File: src/rtl/pwm_pkg.sv
// Shared constants and types for the multi-channel PWM generator.
package pwm_pkg;

    localparam int unsigned PWM_N_CH  = 4;
    localparam int unsigned PWM_WIDTH = 8;

    localparam logic PWM_EDGE   = 1'b0;
    localparam logic PWM_CENTER = 1'b1;

    typedef enum logic {
        DIR_UP   = 1'b0,
        DIR_DOWN = 1'b1
    } pwm_dir_e;

endpackage

File: src/rtl/pwm_multi_channel_if.sv
// Configuration and status bundle between a PWM controller and the generator.
interface pwm_multi_channel_if
    import pwm_pkg::*;
#(
    parameter int unsigned N_CH  = PWM_N_CH,
    parameter int unsigned WIDTH = PWM_WIDTH
) ();

    logic                    startPWM;
    logic [WIDTH-1:0]        period;
    logic [N_CH*WIDTH-1:0]   duty;
    logic [N_CH-1:0]         polarity;
    logic                    center_mode;
    logic                    load;
    logic                    load_pending;
    logic                    period_end;
    logic [WIDTH-1:0]        count;
    logic [N_CH-1:0]         out;

    modport master (
        output startPWM, period, duty, polarity, center_mode, load,
        input  load_pending, period_end, count, out
    );

    modport slave (
        input  startPWM, period, duty, polarity, center_mode, load,
        output load_pending, period_end, count, out
    );

endinterface

File: src/rtl/pwm_compare_channel.sv
// One PWM channel: duty/polarity compare against the next-state count, registered output.
module pwm_compare_channel
    import pwm_pkg::*;
#(
    parameter int unsigned WIDTH = PWM_WIDTH
) (
    input  logic             clk,
    input  logic             rst,
    input  logic             enable,
    input  logic [WIDTH-1:0] count_nxt,
    input  logic [WIDTH-1:0] duty,
    input  logic             pol,
    output logic             out_q
);

    logic out_d;

    always_comb begin
        out_d = pol;
        if (enable) begin
            out_d = (count_nxt < duty) ^ pol;
        end
    end

    always_ff @(posedge clk) begin
        if (rst) begin
            out_q <= 1'b0;
        end else begin
            out_q <= out_d;
        end
    end

endmodule

File: src/rtl/pwm_multi_channel.sv
// N-channel PWM with shared edge/center-aligned counter and double-buffered configuration.
module pwm_multi_channel
    import pwm_pkg::*;
#(
    parameter int unsigned N_CH  = PWM_N_CH,
    parameter int unsigned WIDTH = PWM_WIDTH
) (
    input  logic                 clock,
    input  logic                 resetPWM,
    pwm_multi_channel_if.slave   bus
);

    localparam logic [WIDTH-1:0] ONE = WIDTH'(1);

    logic [WIDTH-1:0]      count_q, count_d;
    pwm_dir_e              dir_q, dir_d;
    logic                  run_q, run_d;
    logic [WIDTH-1:0]      per_act_q, per_act_d, per_pend_q, per_pend_d;
    logic [N_CH*WIDTH-1:0] duty_act_q, duty_act_d, duty_pend_q, duty_pend_d;
    logic [N_CH-1:0]       pol_act_q, pol_act_d, pol_pend_q, pol_pend_d;
    logic                  mode_act_q, mode_act_d, mode_pend_q, mode_pend_d;
    logic                  load_pending_q, load_pending_d;
    logic                  period_end_q, period_end_d;
    logic                  apply;
    logic                  enable_d;
    logic [N_CH-1:0]       out_q;

    always_comb begin
        count_d        = count_q;
        dir_d          = dir_q;
        run_d          = bus.startPWM;
        per_act_d      = per_act_q;
        duty_act_d     = duty_act_q;
        pol_act_d      = pol_act_q;
        mode_act_d     = mode_act_q;
        per_pend_d     = per_pend_q;
        duty_pend_d    = duty_pend_q;
        pol_pend_d     = pol_pend_q;
        mode_pend_d    = mode_pend_q;
        load_pending_d = load_pending_q;

        // Pending applies at a period boundary, or at once while nothing is actually counting.
        apply = load_pending_q &&
                (period_end_q || !run_q || !bus.startPWM || per_act_q == '0);

        if (apply) begin
            per_act_d      = per_pend_q;
            duty_act_d     = duty_pend_q;
            pol_act_d      = pol_pend_q;
            mode_act_d     = mode_pend_q;
            load_pending_d = 1'b0;
        end

        // A capture in the same cycle as an apply stays pending for the next boundary.
        if (bus.load) begin
            per_pend_d     = bus.period;
            duty_pend_d    = bus.duty;
            pol_pend_d     = bus.polarity;
            mode_pend_d    = bus.center_mode;
            load_pending_d = 1'b1;
        end

        if (!bus.startPWM || !run_q || apply || per_act_q == '0) begin
            count_d = '0;
            dir_d   = DIR_UP;
        end else if (mode_act_q == PWM_EDGE) begin
            count_d = (count_q >= per_act_q - ONE) ? '0 : count_q + ONE;
        end else if (dir_q == DIR_UP) begin
            count_d = count_q + ONE;
            if (count_d >= per_act_q) begin
                dir_d = DIR_DOWN;
            end
        end else if (count_q <= ONE) begin
            count_d = '0;
            dir_d   = DIR_UP;
        end else begin
            count_d = count_q - ONE;
        end

        enable_d = run_d && (per_act_d != '0);

        period_end_d = 1'b0;
        if (enable_d) begin
            if (mode_act_d == PWM_CENTER) begin
                period_end_d = (dir_d == DIR_DOWN) && (count_d == ONE);
            end else begin
                period_end_d = (count_d == per_act_d - ONE);
            end
        end
    end

    always_ff @(posedge clock) begin
        if (resetPWM) begin
            count_q        <= '0;
            dir_q          <= DIR_UP;
            run_q          <= 1'b0;
            per_act_q      <= '0;
            duty_act_q     <= '0;
            pol_act_q      <= '0;
            mode_act_q     <= PWM_EDGE;
            per_pend_q     <= '0;
            duty_pend_q    <= '0;
            pol_pend_q     <= '0;
            mode_pend_q    <= PWM_EDGE;
            load_pending_q <= 1'b0;
            period_end_q   <= 1'b0;
        end else begin
            count_q        <= count_d;
            dir_q          <= dir_d;
            run_q          <= run_d;
            per_act_q      <= per_act_d;
            duty_act_q     <= duty_act_d;
            pol_act_q      <= pol_act_d;
            mode_act_q     <= mode_act_d;
            per_pend_q     <= per_pend_d;
            duty_pend_q    <= duty_pend_d;
            pol_pend_q     <= pol_pend_d;
            mode_pend_q    <= mode_pend_d;
            load_pending_q <= load_pending_d;
            period_end_q   <= period_end_d;
        end
    end

    for (genvar i = 0; i < N_CH; i++) begin : g_ch
        pwm_compare_channel #(
            .WIDTH (WIDTH)
        ) u_ch (
            .clk       (clock),
            .rst       (resetPWM),
            .enable    (enable_d),
            .count_nxt (count_d),
            .duty      (duty_act_d[i*WIDTH +: WIDTH]),
            .pol       (pol_act_d[i]),
            .out_q     (out_q[i])
        );
    end

    assign bus.count        = count_q;
    assign bus.period_end   = period_end_q;
    assign bus.load_pending = load_pending_q;
    assign bus.out          = out_q;

endmodule

File: src/flat_wrapper.sv
// flat-port wrapper written by rule: the top's interface ports become plain ports
module pwm_multi_channel_flat import pwm_pkg::*;
#(
    parameter int unsigned N_CH  = PWM_N_CH,
    parameter int unsigned WIDTH = PWM_WIDTH
)
  (clock, resetPWM, bus_startPWM, bus_period, bus_duty, bus_polarity, bus_center_mode, bus_load, bus_load_pending, bus_period_end, bus_count, bus_out);
  pwm_multi_channel_if #(.N_CH(N_CH), .WIDTH(WIDTH)) bus_i ();
  input  logic clock;
  input  logic resetPWM;
  input wire logic [$bits(bus_i.startPWM)-1:0] bus_startPWM;
  input wire logic [$bits(bus_i.period)-1:0] bus_period;
  input wire logic [$bits(bus_i.duty)-1:0] bus_duty;
  input wire logic [$bits(bus_i.polarity)-1:0] bus_polarity;
  input wire logic [$bits(bus_i.center_mode)-1:0] bus_center_mode;
  input wire logic [$bits(bus_i.load)-1:0] bus_load;
  output wire logic [$bits(bus_i.load_pending)-1:0] bus_load_pending;
  output wire logic [$bits(bus_i.period_end)-1:0] bus_period_end;
  output wire logic [$bits(bus_i.count)-1:0] bus_count;
  output wire logic [$bits(bus_i.out)-1:0] bus_out;
  assign bus_i.startPWM = bus_startPWM;
  assign bus_i.period = bus_period;
  assign bus_i.duty = bus_duty;
  assign bus_i.polarity = bus_polarity;
  assign bus_i.center_mode = bus_center_mode;
  assign bus_i.load = bus_load;
  assign bus_load_pending = bus_i.load_pending;
  assign bus_period_end = bus_i.period_end;
  assign bus_count = bus_i.count;
  assign bus_out = bus_i.out;
  pwm_multi_channel #(.N_CH(N_CH), .WIDTH(WIDTH)) u_core (.clock(clock), .resetPWM(resetPWM), .bus(bus_i));
endmodule
File: config.mk
export PLATFORM = sky130hd
export DESIGN_NAME = pwm_multi_channel_flat
export DESIGN_NICKNAME = d
export VERILOG_FILES = /design/src/rtl/pwm_pkg.sv /design/src/rtl/pwm_multi_channel_if.sv /design/src/rtl/pwm_compare_channel.sv /design/src/rtl/pwm_multi_channel.sv /design/src/flat_wrapper.sv
export SDC_FILE = /design/constraint.sdc
export NUM_CORES = 1
export LEC_CHECK = 0
export BUFFER_PORTS_ARGS = -buffer_cell sky130_fd_sc_hd__buf_4
export CAP_MARGIN = 15
export CORE_MARGIN = 8
export CORE_UTILIZATION = 54
export DETAILED_ROUTE_END_ITERATION = 16
export GPL_TIMING_DRIVEN = 1
export PLACE_DENSITY = 0.77
export SLEW_MARGIN = 20
export SYNTH_ARGS = -nofsm -noshare
export SYNTH_HDL_FRONTEND = slang
export SYNTH_HIERARCHICAL = 1
export SYNTH_SLANG_ARGS = --single-unit
export TNS_END_PERCENT = 10
File: constraint.sdc
create_clock -name clock -period 3.82 [get_ports clock]
set_input_delay 0.191 -clock clock [delete_from_list [all_inputs] [get_ports clock]]
set_output_delay 0.191 -clock clock [all_outputs]
set_load 0.1 [all_outputs]
# Word level (Yosys, flattened, before mapping)
# Index checks and enable logic that the tools add are counted.
# Widths: inputs -> output; s select.
[classes] addsub=4 multipliers=0 div=0 magnitude_cmp=7 eq_ne=2 n_shift=0 muxes=21 bitwise=5 reduce_logical=15
[op_table] cell="$mux 8" count=6
[op_table] cell="$lt 8x8->1" count=4
[op_table] cell="$mux 32" count=1
[op_table] cell="$sub 8x1->8 const B" count=3
[op_table] cell="$ge 8x8->1" count=2
[op_table] cell="$mux 1" count=13
[op_table] cell="$add 8x1->8 const B" count=1
[op_table] cell="$eq 8x1->1 const B" count=1
[op_table] cell="$eq 8x8->1" count=1
[op_table] cell="$le 8x1->1 const B" count=1
[op_table] cell="$logic_not 8->1" count=1
[op_table] cell="$reduce_bool 8->1" count=1
[op_table] cell="$logic_or 1x1->1" count=6
[op_table] cell="$mux 4" count=1
[op_table] cell="$xor 1x1->1" count=4
[op_table] cell="$logic_and 1x1->1" count=3
[op_table] cell="$logic_not 1->1" count=2
[op_table] cell="$reduce_bool 2->1" count=1
[op_table] cell="$reduce_or 2->1" count=1
[op_table] cell="$not 1->1" count=1
[word_totals] ff_bits=106 latch_bits=0 mem_bits_rw=0 romBits=0 out_inout_bits=14 memories=0

# Logic depth before layout (Yosys ltp)
# Gate-level depths: netlist (run 1).
[logic_depth] word_depth=11 mapped_depth=18

# Modules after synthesis
# Netlist (run 1), hierarchy kept.
[modules_own_cells] module="pwm_multi_channel" instances=1 cells_per_inst=513 area_each_um2=4926.0
[modules_own_cells] module="pwm_compare_channel" instances=4 cells_per_inst=31 area_each_um2=251.5

# Worst setup path before layout (run 1)
# No wires, ideal clock.
[synth_timing] kind="flip-flop to flip-flop" start="reg u_core.period_end_q (netlist: u_core/bus.period_end)" end="reg u_core.period_end_q (netlist: u_core/bus.period_end)" arrival_ps=3737 required_ps=3761 path_slack_ps=24 path_stages_with_launch=16 period_less_slack_ps=3796 path_cell_list="dfxtp_1 > nand3b_1 > a21oi_1 > nand2b_1 > buf_2 > clkbuf_1 > clkbuf_1 > mux2i_1 > ha_1 > nand2_1 > xnor2_1 > o21ai_0 > xnor2_1 > nand4_1 > a2111oi_2 > a31o_1"
[synth_between] elab_chain_len=10
[synth_rtl] element="from (decl)" line="pwm_multi_channel.sv:23" source="logic period_end_q, period_end_d;"
[synth_rtl] element="from (signal assigned)" line="pwm_multi_channel.sv:120" source="period_end_q <= period_end_d;"
[synth_rtl] element="$logic_or 1x1->1 * (3 in series)" line="pwm_multi_channel.sv:44" source="(period_end_q || !run_q || !bus.startPWM || per_act_q == '0);"
[synth_rtl] element="$logic_and 1x1->1 *" line="pwm_multi_channel.sv:43" source="apply = load_pending_q &&"
[synth_rtl] element="parallel branches: the longest is 6 deep, another holds $sub 8x1->8"
# Every way passes the cells marked *.
# A chain may end at the register's enable or synchronous reset.

# Final worst setup path (run 1)
[layout_timing] start="reg u_core.per_act_q[2]" end="reg u_core.g_ch[0].u_ch.out_q"
[layout_between] elab_chain_len=9
[layout_rtl] element="from (decl)" line="pwm_multi_channel.sv:18" source="logic [WIDTH-1:0] per_act_q, per_act_d, per_pend_q, per_pend_d;"
[layout_rtl] element="from (signal assigned)" line="pwm_multi_channel.sv:111" source="per_act_q <= per_act_d;"
[layout_rtl] element="parallel branches: the longest is 5 deep, another holds $sub 8x1->8"
[layout_rtl] element="$mux 8 *" line="pwm_multi_channel.sv:63" source="if (!bus.startPWM || !run_q || apply || per_act_q == '0) begin"
[layout_rtl] element="via u_core.count_d[3]" line="pwm_multi_channel.sv:15" source="logic [WIDTH-1:0] count_q, count_d;"
[layout_rtl] element="$lt 8x8->1 *" line="pwm_compare_channel.sv:21" source="out_d = (count_nxt < duty) ^ pol;"
[layout_rtl] element="$xor 1x1->1 *" line="pwm_compare_channel.sv:21"
[layout_rtl] element="$mux 1 *" line="pwm_compare_channel.sv:20" source="if (enable) begin"
[layout_rtl] element="to (signal assigned)" line="pwm_compare_channel.sv:29" source="out_q <= out_d;"
[layout_rtl] element="to (decl)" line="pwm_compare_channel.sv:13" source="output logic out_q"
# Mark *: on every way through the listed nets, which the timed path passes.

==> run summary, run 1 <==
Status = finished, final reports clean
Critical path's slowest cell = or4_1
Worst skew pair latency = 0.39 ns
Final core occ = 63.2%
Worst Reg-to-Reg Cells = 14
Setup TNS Final = 0 ns
Register area share after synthesis = 35.8%
Longest Clk Path Bufs = 2
Stages on worst setup path = 14
Post-Syn Area = 5930 µm²
Gate power share = 16.1%
Class of the worst hold path = in2reg
Crit. End Element = flop
Syn Area/Cell = 9.31 µm²
PD cells = 343 nW/µm²
Core Region = 10,800 µm²
M1 GR Usage = 23.8%
Max Freq = 286 MHz
GRT Max-Usage Layer = met2
Clock Sinks = 106
Global-route wire length before repair = 23.1 mm
Gpl congestion = 0.914
Total congestion overflow = 0
Routing usage on met2 = 32.8%
Detail Placement HPWL = 10.2 mm
# hold bufs at CTS = 0
Worst slew margin = 49.4%
Ys flop type = dfxtp_1
Top-area cell type share of the netlist area = 35.8%
Die height = 121 µm
Crit path buffers/inverters = 1
Final Hold Fails = 0
Dominant cells by area after synthesis = dfxtp_1 (36%), ha_1 (11%), mux2i_1 (9.1%), mux2_2 (7.0%), nor2b_1 (5.1%)
TritonCTS Buffers = 9
Hold Path Origin = bus_period[4]
Setup crit start kind = flop
Worst clock skew = 0.0146 ns
Reg area = 2120 µm²
Max-cap violations = 0
R2R setup slack = 0.32 ns
Crit Reg-Reg Endpoint = u_core/g_ch[0].u_ch/out_q
Unrepaired setup endpoints after global routing = no
GRT Total Usage = 19.3%
Clock-pin slew on the worst setup and hold paths = 0.11 ns
Seq cells post-synth = 106
Ratio of cells with drive above 1 in the final layout = 20.9%
Tmin final = 3.50 ns
Iter 0 DRT Violations = 261
Fin nets = 796
Psw = 623 µW
CP Max Fanout = 10
Largest net degree at the start of global routing = 68
First-pass detailed-route iteration total = 6
Top-Level Pins = 63
Sw Share = 26.7%
Routed vias/inst = 5.65
Synthesized Nets = 736
Port Buf Inserts = 62
Routed len/inst = 16.3 µm
Initial antenna violation count = 0
CP Class = reg2reg
Synth cell types = 51
Sequential power share = 50.5%
Slowest Stage Delay on Critical Path = 0.54 ns
Worst Path Required = 4.12 ns
Multi-input logic area = 3560 µm²
Arr. time, crit path = 3.80 ns
Asr flop ratio synth = 0%
Vias in the first global route = 4,794
Reg2reg start = u_core/per_act_q[2]
Internal Power = 1.71 mW
Worst-case vdd ir drop = 242 µV
Met3 track demand over resource = 3.08%
Num rows = 38
Sequence of cells on the critical path = nor4_2 > nand4_1 > xnor2_2 > ha_1 > nand2_1 > nor3_1 > a21oi_1 > nand2_2 > o21bai_1 > inv_2 > ha_1 > a21oi_1 > or4_1 > o2111ai_1
Area delta synth->final = 15.0%
Fin. max-slew vios = 0
Area leader, netlist = dfxtp_1
Worst-Margin Slew = 0.759 ns
Syn Inst Count = 637
Root buf cell = clkbuf_8
WL final = 13.8 mm
Initial Util = 55.0%
Clock power frac = 33.4%
DRC = 0
Final setup viols = 0
Die ar. = 14,600 µm²
Routed via count = 4,760
Post-route ant nets = 0
Number of synthesized flops with an enable pin = 0
Critical path startpoint = u_core/per_act_q[2]
CP endpoint = u_core/g_ch[0].u_ch/out_q
CP top delay family = simple AND/OR/NAND/NOR gates
Leak = 3.04 nW
Period Utilization, post-route = 91.6%
Fillers = 883
Die Span X = 121 µm
Synthesis warning total = 6
H-tree depth = 3
CTS tree = built
Ant. Diodes = 0
==> registers in the layout (all words and copies together), names as in the netlist, 4 cells and up <==
name / count
u_core/bus.count: 8
u_core/g_ch.u_ch/out_q: 4
u_core/duty_pend_q: 32
u_core/per_act_q: 8
u_core/pol_pend_q: 4
u_core/duty_act_q: 32
u_core/per_pend_q: 8
u_core/pol_act_q: 4
==> through the flow <==
stage / cells / power (mW) / worst slack [ns] / area (µm²) / hold WS, ns
after floorplan: 637 / 1.46 / 0.0235 / 5930 / 0.270
after global placement: 825 / 1.56 / 0.438 / 6560 / 0.422
after detailed placement: 825 / 1.58 / 0.165 / 6560 / 0.431
after CTS: 841 / 2.35 / 0.128 / 6790 / 0.0185
after global routing: 842 / 2.44 / 0.0588 / 6820 / 0.0274
final: 842 / 2.34 / 0.322 / 6820 / 0.0300
==> final cells by class <==
cell class / instances / share of cell area (%)
Multi-Input combinational cell: 461 / 52.2
Sequential cell: 106 / 31.1
Timing Repair Buffer: 75 / 8.44
Tap cell: 140 / 2.57
Inverter: 44 / 2.42
Clock buffer: 11 / 2.07
Clock inverter: 5 / 1.25
==> power groups by stage <==
stage               logic, mW  clock network [mW]  registers (mW)
floorplan               0.235                   0            1.23
global placement        0.357                   0            1.20
detailed placement      0.372                   0            1.20
CTS                     0.374               0.796            1.18
global route            0.412               0.843            1.18
finish                  0.376               0.781            1.18
==> cell usage in the layout, fill, tap and decap left out, types with 21 or more instances in the layout <==
cell type / n
dfxtp_1: 106
nor2_1: 75
buf_4: 74
mux2i_1: 54
ha_1: 50
nor2b_1: 48
inv_1: 43
mux2_2: 37
xnor2_1: 23
nand2_1: 21
==> what timing repair did <==
| item | CTS | global route |
|---|---|---|
| setup buffers | 0 | 1 |
| endpoints found under the setup margin | 0 | 4 |
| resized for setup | 0 | 10 |
==> layer usage <==
metal | part of all wire, % | vias up
li1 | - | 2325
met1 | 44 | 2285
met2 | 50 | 125
met3 | 3.9 | 25
met4 | 2.2 | 0
met5 | 0 | -
==> worst min-delay path by stage <==
stage / to / slack, ns / depth (start not counted)
after global routing: u_core/per_pend_q[4] / 0.03 / 3
after floorplan: u_core/run_q / 0.27 / 1
after global placement: u_core/per_pend_q[3] / 0.42 / 3
after detailed placement: u_core/duty_pend_q[13] / 0.43 / 3
after CTS: u_core/per_pend_q[4] / 0.02 / 3
final: u_core/per_pend_q[4] / 0.03 / 3
==> tightest hold or removal path, stage by stage <==
cell     delay [ns]
buf_4          0.07
mux2i_1        0.05
nor2_1         0.07
==> cells by family after synthesis <==
kind of cell             count (synthesis)  share of synthesized area (%)
flip-flops                             106                           35.8
AO/OA/AOI/OAI                           79                           9.91
AND/OR/NAND/NOR                        212                           18.5
multiplexers                            91                           16.1
adder cells (fa/ha/maj)                 50                           10.5
buffers and inverters                   70                           4.70
XOR/XNOR                                29                           4.41
==> Yosys cell counts (4+ instances only) <==
cell and n:
nor4b_1 6, clkbuf_1 20, nand2_1 22, inv_1 44, xor2_1 4, o21a_1 4, o31a_1 4, xnor2_1 24
nand4_1 7, nor2b_1 48, a2111oi_2 5, o2111ai_1 4, o21ai_0 19, nor3_1 9, nor2_1 76, ha_1 50
nand3_1 9, nand2b_1 11, or2_1 4, or4_1 5, a211oi_1 7, mux2i_1 54, o211ai_1 6, mux2_2 37
dfxtp_1 106, a21oi_1 16
No activity file was read; power rests on OpenSTA's default activity.
==> run 2: changes to the inputs <==
--- a/config.mk
+++ b/config.mk
@@ -7,6 +7,7 @@
 export LEC_CHECK = 0
 export BUFFER_PORTS_ARGS = -buffer_cell sky130_fd_sc_hd__buf_4
 export CAP_MARGIN = 15
+export CORE_ASPECT_RATIO = 0.75
 export CORE_MARGIN = 8
 export CORE_UTILIZATION = 54
 export DETAILED_ROUTE_END_ITERATION = 16
==> run summary, run 2 (synthesis results as in run 1) <==
Top-Level Pins = 63
Max Freq = 281 MHz
Detail Placement HPWL = 10.1 mm
Vias in the first global route = 4,687
Die height = 107 µm
Fin nets = 796
Crit. End Element = flop
Clock Sinks = 106
Core Region = 10,800 µm²
M1 GR Usage = 25.0%
Critical path startpoint = u_core/per_act_q[2]
Met3 track demand over resource = 4.72%
Post-route ant nets = 0
Initial antenna violation count = 0
Gpl congestion = 0.881
H-tree depth = 3
Total congestion overflow = 0
TritonCTS Buffers = 9
Routing usage on met2 = 30.2%
Fin. max-slew vios = 0
Worst skew pair latency = 0.34 ns
Tmin final = 3.56 ns
Port Buf Inserts = 62
Final core occ = 63.5%
Worst Path Required = 4.09 ns
CP Max Fanout = 10
Pwr Total = 2.47 mW
Place WS = 0.214 ns
Leak = 3.06 nW
DRC = 0
CP endpoint = u_core/g_ch[1].u_ch/out_q
Max-cap violations = 0
Initial Util = 54.8%
Period Utilization, post-route = 93.1%
First-pass detailed-route iteration total = 4
PD cells = 360 nW/µm²
Routed vias/inst = 5.51
Clock-pin slew on the worst setup and hold paths = 0.07 ns
Unrepaired setup endpoints after global routing = no
Longest Clk Path Bufs = 2
Post-CTS Setup Bufs = 0
Status = finished, final reports clean
Ratio of cells with drive above 1 in the final layout = 19.9%
GRT Total Usage = 18.9%
CP Class = reg2reg
Worst slew margin = 50.6%
Root buf cell = clkbuf_16
Routed via count = 4,629
R2R setup slack = 0.26 ns
Worst-case vdd ir drop = 362 µV
Class of the worst hold path = in2reg
GRT Max-Usage Layer = met2
Worst Reg-to-Reg Cells = 14
Commonest non-fill, non-tap cell in the layout = dfxtp_1
Setup crit start kind = flop
Largest net degree at the start of global routing = 69
Most frequent cells in the layout = dfxtp_1 (106), nor2_1 (76), buf_4 (74)
Iter 0 DRT Violations = 236
Largest registers = u_core/duty_act_q: 32 flops, u_core/duty_pend_q: 32 flops
Reg2reg start = u_core/per_act_q[2]
Die ar. = 14,600 µm²
Setup TNS Final = 0 ns
PnR worst setup slack = 0.262 ns
Crit Reg-Reg Endpoint = u_core/g_ch[1].u_ch/out_q
Num rows = 33
Global-route wire length before repair = 22.6 mm
Post-route cell area = 6870 µm²
Ant. Diodes = 0
Cell Area, Placed = 6570 µm²
Area delta synth->final = 15.8%
CTS tree = built
WL final = 13.6 mm
Routed len/inst = 16.2 µm
Worst-Margin Slew = 0.741 ns
Final setup viols = 0
Arr. time, crit path = 3.82 ns
Worst clock skew = 0.00578 ns
Die Span X = 137 µm
Final Hold Fails = 0
[run 2: where the power goes]
| part | leakage [nW] | internal [mW] | switching (mW) |
|---|---|---|---|
| sequential | 0.866 | 1.15 | 0.0292 |
| clock | 0.141 | 0.537 | 0.382 |
| combinational | 2.05 | 0.172 | 0.202 |
| total | 3.06 | 1.86 | 0.614 |
[run 2: timing repair]
action                     in CTS  in global routing
resized for setup               0                  1
hold buffers                    0                  0
setup endpoints to repair       0                  4
[run 2: worst min-delay path by stage]
stage,start,to,slack [ns],cells past startpoint
2_1_floorplan,resetPWM,u_core/run_q,0.27,1
4_1_cts,bus_period[5],u_core/per_pend_q[5],0.07,3
6_report,bus_period[5],u_core/per_pend_q[5],0.08,3
5_1_grt,bus_duty[15],u_core/duty_pend_q[15],0.08,3
3_3_place_gp,bus_duty[0],u_core/duty_pend_q[0],0.42,3
3_5_place_dp,bus_duty[24],u_core/duty_pend_q[24],0.43,3
[run 2: area by class of cell]
cell class / instances / area, µm²
Clock buffer: 12 / 256
Inverter: 44 / 165
Sequential cell: 106 / 2120
Multi-Input combinational cell: 461 / 3530
Clock inverter: 2 / 37.5
Timing Repair Buffer: 75 / 576
Fill cell: 894 / 3950
Tap cell: 140 / 175
[run 2: per-stage QoR]
step	hold slack, ns	cells
after floorplan	0.270	637
after global placement	0.423	826
after detailed placement	0.431	826
after CTS	0.0706	840
after global routing	0.0796	840
final	0.0840	840
[run 2: critical path, cell delays in order (launching register included)]
cell       delay (ns)
dfxtp_1          0.37
nor3_1           0.28
and3_1           0.23
xnor2_1          0.17
ha_1             0.31
a21oi_1          0.17
a211oi_1         0.08
a21oi_1          0.18
nand2_1          0.23
and3b_2          0.43
ha_1             0.24
or2_1            0.12
a21oi_1          0.07
or4_1            0.49
o2111ai_1        0.10
[run 2: metal layers]
layer	share of wire (%)	vias to the layer above
met5	0	-
met3	5.4	18
met2	46	108
met1	48	2174
li1	-	2329
met4	1.3	0
==> run 3: changes to the inputs <==
--- a/config.mk
+++ b/config.mk
@@ -5,14 +5,15 @@
 export SDC_FILE = /design/constraint.sdc
 export NUM_CORES = 1
 export LEC_CHECK = 0
+export ABC_AREA = 1
 export BUFFER_PORTS_ARGS = -buffer_cell sky130_fd_sc_hd__buf_4
 export CAP_MARGIN = 15
 export CORE_ASPECT_RATIO = 0.75
 export CORE_MARGIN = 8
-export CORE_UTILIZATION = 54
+export CORE_UTILIZATION = 59
 export DETAILED_ROUTE_END_ITERATION = 16
 export GPL_TIMING_DRIVEN = 1
-export PLACE_DENSITY = 0.77
+export PLACE_DENSITY = 0.8
 export SLEW_MARGIN = 20
 export SYNTH_ARGS = -nofsm -noshare
 export SYNTH_HDL_FRONTEND = slang
==> constraint.sdc (replaced) <==
create_clock -name clock -period 3.9 [get_ports clock]
set_input_delay 0.195 -clock clock [delete_from_list [all_inputs] [get_ports clock]]
set_output_delay 0.195 -clock clock [all_outputs]
set_load 0.1 [all_outputs]
==> run summary, run 3 <==
Status = finished, final reports clean
Max Freq = 296 MHz
Worst-case vdd ir drop = 320 µV
Detail Placement HPWL = 10.4 mm
Global-route wire length before repair = 24.2 mm
CP Class = reg2reg
Syn Area/Cell = 6.66 µm²
Internal Power = 1.86 mW
Fin nets = 1,052
Asr flop ratio synth = 0%
Synthesis warning total = 6
Pwr Total = 2.65 mW
Final setup viols = 0
Worst skew pair latency = 0.35 ns
Inst Count DP = 1,078
Worst clock skew = 0.00606 ns
Crit. End Element = flop
Routed len/inst = 12.9 µm
Largest net degree at the start of global routing = 62
Die ar. = 13,700 µm²
Final core occ = 68.0%
Fillers = 914
Sw Share = 29.7%
Ys flop type = dfxtp_1
Reg2reg start = u_core/per_act_q[0]
Leak = 3.81 nW
Number of synthesized flops with an enable pin = 0
Core Region = 10,100 µm²
Setup TNS Final = 0 ns
Clock Sinks = 106
Final Hold Fails = 0
Top post-synthesis cells by count = nor2_1 (187), nand2_1 (151), inv_1 (137)
Period Utilization, post-route = 86.5%
PD cells = 385 nW/µm²
Die Span X = 133 µm
R2R setup slack = 0.53 ns
Post-Syn Area = 6020 µm²
Num rows = 32
Synthesized Nets = 1,003
GRT Total Usage = 20.9%
DRC = 0
Sequential power share = 44.6%
Tmin final = 3.37 ns
Top-Level Pins = 63
Ant. Diodes = 0
Largest registers = u_core/duty_act_q: 32 flops, u_core/duty_pend_q: 32 flops
Most frequent cell after synthesis = nor2_1
Synth cell types = 33
Post-route ant nets = 0
Hold Path Origin = bus_duty[25]
Initial antenna violation count = 0
Routed vias/inst = 5.01
Gpl congestion = 0.908
First-pass detailed-route iteration total = 5
Fin. max-slew vios = 0
Worst Reg-to-Reg Cells = 21
Seq cells post-synth = 106
Worst slew margin = 39.2%
Area delta synth->final = 14.4%
Worst hold stages = 3
WHS Endpoint = u_core/duty_pend_q[25]
H-tree depth = 3
Top-area cell type share of the netlist area = 35.2%
Routed via count = 5,484
Clock power frac = 35.0%
Unrepaired setup endpoints after global routing = no
Psw = 789 µW
Iter 0 DRT Violations = 456
Crit Reg-Reg Endpoint = u_core/g_ch[1].u_ch/out_q
Arr. time, crit path = 3.62 ns
Total congestion overflow = 0
Cell Area, Placed = 6580 µm²
Ratio of cells with drive above 1 in the final layout = 14.6%
Root buf cell = clkbuf_16
# hold bufs at CTS = 0
Worst Path Required = 4.14 ns
Area leader, netlist = dfxtp_1
Initial Util = 59.5%
Setup crit start kind = flop
Clock-pin slew on the worst setup and hold paths = 0.07 ns
Most frequent cells in the layout = nor2_1 (187), nand2_1 (151), inv_1 (137)
Finished Layout Cells = 1,094
Dominant cells by area after synthesis = dfxtp_1 (35%), nor2_1 (12%), ha_1 (10%), nand2_1 (9.4%), inv_1 (8.5%)
Post-route cell area = 6890 µm²
TritonCTS Buffers = 9
Commonest non-fill, non-tap cell in the layout = nor2_1
Gate power share = 20.4%
Port Buf Inserts = 62
Register area share after synthesis = 35.2%
Class of the worst hold path = in2reg
Vias in the first global route = 5,245
Post-CTS Setup Bufs = 0
WL final = 14.1 mm
Longest Clk Path Bufs = 2
CP Max Fanout = 7
Worst-Margin Slew = 0.911 ns
Syn Inst Count = 904
Die height = 104 µm
CTS tree = built
Max-cap violations = 0
Post-CTS Resized = 0
run 3: cell types whose count changed in the layout (fill, tap and decap cells not counted), moves of 12 or more:
cell | before | now
xnor2_1 | 24 | 2
mux2i_1 | 54 | 0
o21ai_0 | 19 | 90
or2_2 | 1 | 38
nand3_1 | 9 | 35
nor2_1 | 76 | 187
a21oi_1 | 16 | 28
nor2b_1 | 48 | 1
inv_1 | 44 | 137
mux2_2 | 37 | 0
nand2_1 | 22 | 151
run 3: how the worst max path moves through the flow:
stage / start / to
floorplan: u_core/bus.count[0] / u_core/g_ch[0].u_ch/out_q
global placement: u_core/per_act_q[2] / u_core/g_ch[2].u_ch/out_q
detailed placement: u_core/per_act_q[0] / u_core/g_ch[0].u_ch/out_q
CTS: u_core/per_act_q[0] / u_core/g_ch[0].u_ch/out_q
global route: u_core/per_act_q[0] / u_core/g_ch[0].u_ch/out_q
finish: u_core/per_act_q[0] / u_core/g_ch[1].u_ch/out_q
run 3: per-layer routing:
layer,vias to the layer above,GRT usage [%],routed length (µm)
met4,0,6.14,212
li1,2904,-,-
met2,157,31.9,5900
met1,2404,28.8,7090
met5,-,0,0
met3,19,4.87,889
run 3: per-stage QoR:
step                setup slack, ns  hold WS (ns)
detailed placement            0.582         0.420
global placement              0.696         0.415
global route                  0.174        0.0631
finish                        0.525        0.0599
floorplan                     0.595         0.319
CTS                           0.559        0.0534
run 3: cell type report:
class                           instances  area, µm²  share of cell area [%]
Inverter                              142        533                    7.73
Multi-Input combinational cell        626       3240                    47.1
Tap cell                              136        170                    2.47
Timing Repair Buffer                   68        510                    7.41
Clock inverter                          7       86.3                    1.25
Clock buffer                            9        225                    3.27
Sequential cell                       106       2120                    30.8
run 3: kinds of logic after synthesis:
| logic type | share of synthesized area [%] |
|---|---|
| compound gates | 10.8 |
| xor+xnor | 1.89 |
| simple gates | 30.8 |
| flops | 35.2 |
| fa+ha+maj | 10.4 |
| buf+inv | 10.9 |
run 3: power by group through the flow:
stage	Clock [mW]	Sequential, mW	Combinational [mW]
detailed placement	0	1.21	0.535
global placement	0	1.21	0.527
global route	0.991	1.19	0.621
finish	0.929	1.18	0.542
CTS	0.949	1.18	0.541
floorplan	0	1.24	0.363
run 3: critical path, stage by stage (launching register included):
cell	delay, ns
dfxtp_1	0.31
inv_1	0.15
ha_1	0.21
nand3_1	0.12
nor2_1	0.13
xor2_1	0.15
inv_1	0.05
ha_1	0.26
nand2_1	0.08
nor2_1	0.05
nor2_1	0.08
nand2_1	0.06
nand2_1	0.09
nand2_1	0.12
nor2_1	0.53
ha_1	0.36
a21oi_1	0.13
nor2_1	0.05
nor2_1	0.14
nand3_1	0.10
nand2_1	0.06
nor2_1	0.03
